## src/rtl/traffic_pkg.sv

```systemverilog
// Shared constants for the traffic light controller and its upstream feeders.
// Lane indices name the detector bits of sensor_raw / lane_det.
package traffic_pkg;

    localparam int COUNT_W   = 5;
    localparam int COUNT_MAX = 31;

    localparam int LANE_M1 = 0;
    localparam int LANE_M2 = 1;
    localparam int LANE_MT = 2;
    localparam int LANE_S  = 3;

    typedef logic [COUNT_W-1:0] count_t;

endpackage

```

## src/rtl/sensor_debounce.sv

```systemverilog
// One detector lane: two-flop synchroniser, stability debounce and rising-edge detect.
// Runs every cycle regardless of the counting enable.
module sensor_debounce #(
    parameter int DEB_CYCLES = 8
) (
    input  logic clk,
    input  logic rst,
    input  logic raw,
    output logic level,
    output logic rise
);

    localparam int CNT_W = (DEB_CYCLES > 1) ? $clog2(DEB_CYCLES + 1) : 1;

    logic             sync_q1;
    logic             sync_q2;
    logic [CNT_W-1:0] cnt;
    logic             level_q;

    always_ff @(posedge clk) begin
        if (rst) begin
            sync_q1 <= 1'b0;
            sync_q2 <= 1'b0;
            cnt     <= '0;
            level   <= 1'b0;
            level_q <= 1'b0;
        end else begin
            sync_q1 <= raw;
            sync_q2 <= sync_q1;
            level_q <= level;
            // The cycle that would make the count reach DEB_CYCLES accepts the level instead.
            if (sync_q2 == level) begin
                cnt <= '0;
            end else if (cnt == CNT_W'(DEB_CYCLES - 1)) begin
                level <= sync_q2;
                cnt   <= '0;
            end else begin
                cnt <= cnt + 1'b1;
            end
        end
    end

    assign rise = level & ~level_q;

endmodule

```

## src/rtl/vehicle_count_sampler.sv

```systemverilog
// Counts debounced vehicle arrivals over a fixed window of enabled cycles and
// publishes the saturated total once per window.
module vehicle_count_sampler
    import traffic_pkg::*;
#(
    parameter int NUM_LANES     = 4,
    parameter int WINDOW_CYCLES = 1024,
    parameter int DEB_CYCLES    = 8
) (
    input  logic                 clk,
    input  logic                 rst,
    input  logic                 en,
    input  logic [NUM_LANES-1:0] sensor_raw,
    output logic [COUNT_W-1:0]   NO_of_vehical,
    output logic                 count_valid,
    output logic                 overflow,
    output logic [NUM_LANES-1:0] lane_det
);

    localparam int WCNT_W = (WINDOW_CYCLES > 2) ? $clog2(WINDOW_CYCLES) : 1;
    localparam int INC_W  = (NUM_LANES > 1) ? $clog2(NUM_LANES + 1) : 1;
    localparam int SUM_W  = COUNT_W + 4;

    logic [NUM_LANES-1:0] rise;
    logic [INC_W-1:0]     inc;
    logic [SUM_W-1:0]     sum;
    logic                 sum_sat;
    count_t               sum_clamped;
    logic                 terminal;

    logic [WCNT_W-1:0]    wcnt;
    count_t               acc;
    logic                 sat;

    for (genvar g = 0; g < NUM_LANES; g++) begin : g_lane
        sensor_debounce #(
            .DEB_CYCLES (DEB_CYCLES)
        ) u_deb (
            .clk   (clk),
            .rst   (rst),
            .raw   (sensor_raw[g]),
            .level (lane_det[g]),
            .rise  (rise[g])
        );
    end

    always_comb begin
        inc = '0;
        for (int i = 0; i < NUM_LANES; i++) begin
            inc = inc + INC_W'(rise[i]);
        end
    end

    // Summed wider than the accumulator so the clamp sees the true total.
    assign sum         = SUM_W'(acc) + SUM_W'(inc);
    assign sum_sat     = (sum > SUM_W'(COUNT_MAX));
    assign sum_clamped = sum_sat ? count_t'(COUNT_MAX) : sum[COUNT_W-1:0];
    assign terminal    = en && (wcnt == WCNT_W'(WINDOW_CYCLES - 1));

    // count_valid is a one-cycle qualifier with no back-pressure: NO_of_vehical and
    // overflow change only in that cycle and hold until the next one.
    always_ff @(posedge clk) begin
        if (rst) begin
            wcnt          <= '0;
            acc           <= '0;
            sat           <= 1'b0;
            NO_of_vehical <= '0;
            overflow      <= 1'b0;
            count_valid   <= 1'b0;
        end else begin
            count_valid <= 1'b0;
            if (terminal) begin
                wcnt          <= '0;
                acc           <= '0;
                sat           <= 1'b0;
                NO_of_vehical <= sum_clamped;
                overflow      <= sat | sum_sat;
                count_valid   <= 1'b1;
            end else if (en) begin
                wcnt <= wcnt + 1'b1;
                acc  <= sum_clamped;
                sat  <= sat | sum_sat;
            end
        end
    end

endmodule
```

## config.mk

```make
export PLATFORM = sky130hd
export DESIGN_NAME = vehicle_count_sampler
export DESIGN_NICKNAME = d
export VERILOG_FILES = /design/src/rtl/traffic_pkg.sv /design/src/rtl/sensor_debounce.sv /design/src/rtl/vehicle_count_sampler.sv
export SDC_FILE = /design/constraint.sdc
export NUM_CORES = 1
export LEC_CHECK = 0
export BUFFER_PORTS_ARGS = -buffer_cell sky130_fd_sc_hd__buf_2
export CORE_ASPECT_RATIO = 1.2
export CORE_MARGIN = 5
export CORE_UTILIZATION = 44
export DETAILED_ROUTE_END_ITERATION = 10
export PLACE_DENSITY = 0.69
export SETUP_SLACK_MARGIN = 0.5
export SLEW_MARGIN = 25
export SYNTH_ARGS = -nofsm -noshare
export SYNTH_HDL_FRONTEND = slang
export SYNTH_HIERARCHICAL = 1
export SYNTH_SLANG_ARGS = --single-unit
export TNS_END_PERCENT = 20
```

## constraint.sdc

```tcl
create_clock -name clk -period 5.1 [get_ports clk]
set_input_delay 0.765 -clock clk [delete_from_list [all_inputs] [get_ports clk]]
set_output_delay 0.765 -clock clk [all_outputs]
set_load 0.01 [all_outputs]
```

Yosys cells after proc, flatten, opt, wreduce, memory -nomap -nowiden:

Cells that the tools add are included.

* mux-type cells: 2
* bitwise gates (word level): 13
* add/subtract/negate cells: 9
* $lt $le $gt $ge: 1
* reductions and logical operators: 10
* equality and inequality tests: 9

Operators with widths (count)
* $add A4 B1 Y4 const B: 4
* $eq A4 B3 Y1 const B: 4
* $reduce_or A3 Y1: 4
* $add A10 B1 Y10 const B: 1
* $eq A10 B10 Y1 const B: 1
* $not A1 Y1: 8
* $reduce_and A2 Y1: 4
* $add A5 B3 Y6: 1
* $gt A6 B5 Y1 const B: 1
* $mux W5: 1
* $and A1 B1 Y1: 4
* $eq A1 B1 Y1: 4
* $add A2 B1 Y3: 1
* $add A3 B1 Y3: 1
* $add A1 B1 Y2: 1
* $reduce_or A2 Y1: 1
* $logic_and A1 B1 Y1: 1
* $mux W1: 1
* $or A1 B1 Y1: 1

* register bits after elaboration: 55
* output and inout port bits: 11
* bits of input ports: 7
* word-level logic and storage cells: 70

Depth between registers and ports, before layout:

* depth in word-level cells: 8
* mapped depth: 9
* gate-level depth less buffers: 9

Cells and area by module:

The synthesis kept the hierarchy.

By module, submodules not included
* sensor_debounce: sequential area each 160.2 µm², area an instance 281.5 µm², cells an instance 26, times used 4
* vehicle_count_sampler: sequential area each 460.4 µm², area an instance 1081.0 µm², cells an instance 112, times used 1

Least setup slack after synthesis:

OpenSTA, ideal clock, no wires.

* kind: register to register
* start: reg g_lane[1].u_deb.level
* end: reg NO_of_vehical[4]
* path buffers: 0
* slack: 2.535 ns
* arrival: 2.448 ns
* period minus slack after synthesis: 2.565 ns
* data required time: 4.983 ns
* library setup time: 0.117 ns
* stages on the path, launching flop included: 10
* path through: dfxtp_1 -> nor2b_1 -> fa_1 -> inv_1 -> fa_1 -> inv_1 -> fa_1 -> and3_1 -> or2_2 -> a32o_1

* cells in the longest elaborated chain, start to end: 7

RTL lines
* from (decl): line sensor_debounce.sv:9 `output logic level,`
* from (signal assigned): line sensor_debounce.sv:35 `level <= sync_q2;`
* $and A1 B1 Y1 (*): line sensor_debounce.sv:43 `assign rise = level & ~level_q;`
* net rise[1]: line vehicle_count_sampler.sv:24 `logic [NUM_LANES-1:0] rise;`
* $add A1 B1 Y2 (*): line vehicle_count_sampler.sv:50 `inc = inc + INC_W'(rise[i]);`
* $add A2 B1 Y3 (*): line vehicle_count_sampler.sv:50
* $add A3 B1 Y3 (*): line vehicle_count_sampler.sv:50
* $add A5 B3 Y6 (*): line vehicle_count_sampler.sv:55 `assign sum = SUM_W'(acc) + SUM_W'(inc);`
* $gt A6 B5 Y1: line vehicle_count_sampler.sv:56 `assign sum_sat = (sum > SUM_W'(COUNT_MAX));`
* $mux W5 (*): line vehicle_count_sampler.sv:57 `assign sum_clamped = sum_sat ? count_t'(COUNT_MAX) : sum[COUNT_W-1:0];`
* to (signal assigned): line vehicle_count_sampler.sv:76 `NO_of_vehical <= sum_clamped;`
* to (decl): line vehicle_count_sampler.sv:14 `output logic [COUNT_W-1:0] NO_of_vehical,`

Mark *: on every way through the listed nets, which the timed path passes. The rest lies on a longest branch.
A chain may end at the register's enable or synchronous reset.

Worst setup path after layout:

* start: reg g_lane[0].u_deb.level
* end: reg NO_of_vehical[4]

* cells in the longest elaborated chain, start to end: 7

RTL lines (line)
* from (decl): sensor_debounce.sv:9
* from (signal assigned): sensor_debounce.sv:35
* $and A1 B1 Y1 (*): sensor_debounce.sv:43
* net rise[0]: vehicle_count_sampler.sv:24
* $add A1 B1 Y2 (*): vehicle_count_sampler.sv:50
* $add A2 B1 Y3 (*): vehicle_count_sampler.sv:50
* $add A3 B1 Y3 (*): vehicle_count_sampler.sv:50
* $add A5 B3 Y6 (*): vehicle_count_sampler.sv:55
* $gt A6 B5 Y1: vehicle_count_sampler.sv:56
* $mux W5 (*): vehicle_count_sampler.sv:57

Marks and branches as above.

==> summary.txt <==
Status - complete, no violations
RSZ-0062 raised after global routing - no
Initial antenna violation count - 0
Global Route met1 Usage - 13.8%
ANT nets after route - 0
Final hold viol count - 0
Synth top area cells - dfxtp_1, nor2_1, xnor2_1
Crit-path cells - nor2b_1 -> fa_1 -> inv_1 -> fa_1 -> inv_1 -> fa_1 -> and3_1 -> or2_2 -> a32o_1
Most frequent cells in the layout - dfxtp_1, nor2_1, nor2b_1, buf_2, xnor2_1
Root buffer cell - clkbuf_8
Die height - 87.6 microns
Max_cap viols - 0
Met2 Track Usage GR - 20.8%
Share of the synthesized area in the top cell type - 49.9%
Sw Pwr - 154 uW
Most common cell after layout, fill and taps aside - dfxtp_1
Post-synth EDFFs - 0
Post-CTS Setup Bufs - 0
Met3 Use GR - 4.13%
Overall power - 696 uW
# resized after CTS - 0
Wire per inst - 11.3 microns
Required @ worst endpoint - 5310 ps
H-tree depth - 2
Die footprint - 6540 sq um
Overall Global Routing Usage - 12.2%
Data arrival time of the critical path - 2870 ps
Ports - 18
Area of placed instances - 2340 sq um
Setup crit start - g_lane[0].u_deb/level
Reg2Reg Setup Slack - 2430 ps
Vias - 1467
Cell taking the most area after synthesis - dfxtp_1
Avg Cell Area, Syn - 10.2 sq um
Row cnt - 28
Mapped Nets - 232
Pin count of the biggest net entering global routing - 27
FF+latch area - 1100 sq um
Placed Cells - 289
Area Growth Syn to Fin - 9.98%
CP Class - reg -> reg
Vias in the first global route - 1418
Drc violations - 0
Skew-Pair Late Insertion Delay - 310 ps
IO Port Bufs - 17
Initial Util - 45.0%
RR Startpoint - g_lane[0].u_deb/level
Overflow left after global routing - 0
Drt pass-1 iters - 4
Final hold slack - 434 ps
Clk sinks - 55
Slew headroom - 59.7%
Period minus WS final - 2670 ps
R2R Path End - NO_of_vehical[4]
Final std cells w/o fill - 297
Hold path start - g_lane[0].u_deb/sync_q1
Slew Viols, Final - 0
Setup TNS - 0 ps
CP Launch Type - flip-flop
Crit Path Max Fanout - 5
Leakage - 1.01 nW
Clk pin slew, worst setup/hold paths - 100 ps
Net Sw Frac - 22.1%
Antenna cells - 0
Clock power share - 33.4%
Layout cell share with drive strength beyond 1 - 13.9%
Core ar. - 4900 sq um
Top cell by count, worst path - fa_1
TritonCTS Buffers - 5
Main synth FF type - dfxtp_1
Synth Warn # - 6
DP Wirelength - 2400 microns
Mapped Area - 2210 sq um
Share of power burned in registers - 63.2%
Vias per std cell - 4.94
P_int - 542 uW
GPL Wtd Cong - 0.777
Fmax - 375 MHz
Combinational Power Share - 3.3%
Die width - 74.7 microns
First-pass GRT wire length - 6110 microns
Max Root-Sink Buffers - 2
Post-CTS Hold Buffers - 0
CTS tree - built
Drt total wl - 3370 microns
Slew @ Worst Pin - 603 ps
# setup viols final - 0
Max stage delay on crit path - 430 ps
Async set-reset flop share out of synthesis - 0%
Fin crit share - 52.3%
Post-Syn Instances - 216
GR peak layer - met2
CP Capture Type - flip-flop
Peak VDD IR - 0.157 mV
Area of the multi-input gates - 1040 sq um
Netlist cell types - 36
Worst reg2reg path depth - 9
Final nets - 252
Number of DRC markers in iteration 0 - 91
Setup crit end - NO_of_vehical[4]
Seq/Total Area, Yosys - 49.9%
Post-layout instance area - 2430 sq um
Worst Hold Class - reg -> reg
Worst Clk Skew - 7.78 ps
Synth Register Bits - 55
Fillers - 489
Pwr per Cell Area - 287 nW/um^2
Slowest cell on the critical path - fa_1
-- stage by stage --
step	setup slack [ps]	util [%]
floorplan	2530	-
global placement	2510	47.7
detailed placement	2450	47.7
CTS	2430	49.5
global route	2160	49.5
finish	2430	49.5
-- synth_stat cells, types with 2 or more instances --
cell type / instances
ha_1: 6
xor2_1: 8
nor3_1: 3
xnor2_1: 13
nor2_1: 35
and3_1: 2
inv_1: 10
nor2b_1: 18
dfxtp_1: 55
a22o_1: 5
a311oi_1: 2
and4_1: 4
and3b_1: 4
a21oi_1: 3
or3_4: 4
nand4_1: 2
nand3_1: 7
mux2i_1: 6
o21ai_0: 2
nand2_1: 7
nand2b_1: 3
fa_1: 3
-- logic make-up after synthesis --
| kind of cell | count (synthesis) | share of synthesized area [%] |
|---|---|---|
| simple gates | 93 | 23.6 |
| fa+ha+maj | 9 | 6.12 |
| mux | 7 | 3.23 |
| buf+inv | 14 | 2.95 |
| compound gates | 17 | 5.90 |
| xor+xnor | 21 | 8.33 |
| flops | 55 | 49.9 |
-- layout make-up --
cell class,count,area share (%)
flip-flops and latches,55,45.4
multi-input cells,147,42.9
repair buffers,17,3.51
well taps,60,3.09
clock buffers,5,2.84
inverters,10,1.55
clock inverters,3,0.773
-- worst max-delay path: cells and delay by family, from the launching register on --
| kind | cells | cell delay (ps) |
|---|---|---|
| adder cells (fa/ha/maj) | 3 | 1030 |
| AND/OR/NAND/NOR | 3 | 740 |
| flip-flops | 1 | 410 |
| AO/OA/AOI/OAI | 1 | 250 |
| buffers and inverters | 2 | 140 |
-- how the worst min path moves through the flow --
stage	depth (start not counted)	to	slack, ps
floorplan	1	g_lane[0].u_deb/sync_q2	410
global placement	1	g_lane[3].u_deb/sync_q2	420
detailed placement	1	g_lane[1].u_deb/sync_q2	420
CTS	1	g_lane[1].u_deb/sync_q2	440
global route	1	g_lane[1].u_deb/sync_q2	450
finish	1	g_lane[0].u_deb/sync_q2	430
-- state kept, by name, indices dropped and copies added, names as in the netlist --
register / count
overflow: 1
g_lane.u_deb/sync_q1: 4
NO_of_vehical: 5
g_lane.u_deb/level_q: 4
acc: 5
g_lane.u_deb/sync_q2: 4
g_lane.u_deb/level: 4
g_lane.u_deb/cnt: 16
count_valid: 1
wcnt: 10
sat: 1
-- metal layers --
metal	up-vias	part of all wire (%)	wire length (microns)
met2	14	49	1660
met3	6	3.1	106
li1	761	-	-
met4	0	2.0	67
met1	686	46	1540
met5	-	0	0
-- power by group through the flow --
stage	combinational [mW]	clock [mW]	sequential [mW]
4_1_cts	0.0237	0.246	0.440
2_1_floorplan	0.0164	0	0.449
5_1_grt	0.0270	0.264	0.441
3_5_place_dp	0.0236	0	0.450
3_3_place_gp	0.0230	0	0.450
6_report	0.0233	0.233	0.440
Power figures use the tool's default switching activity.
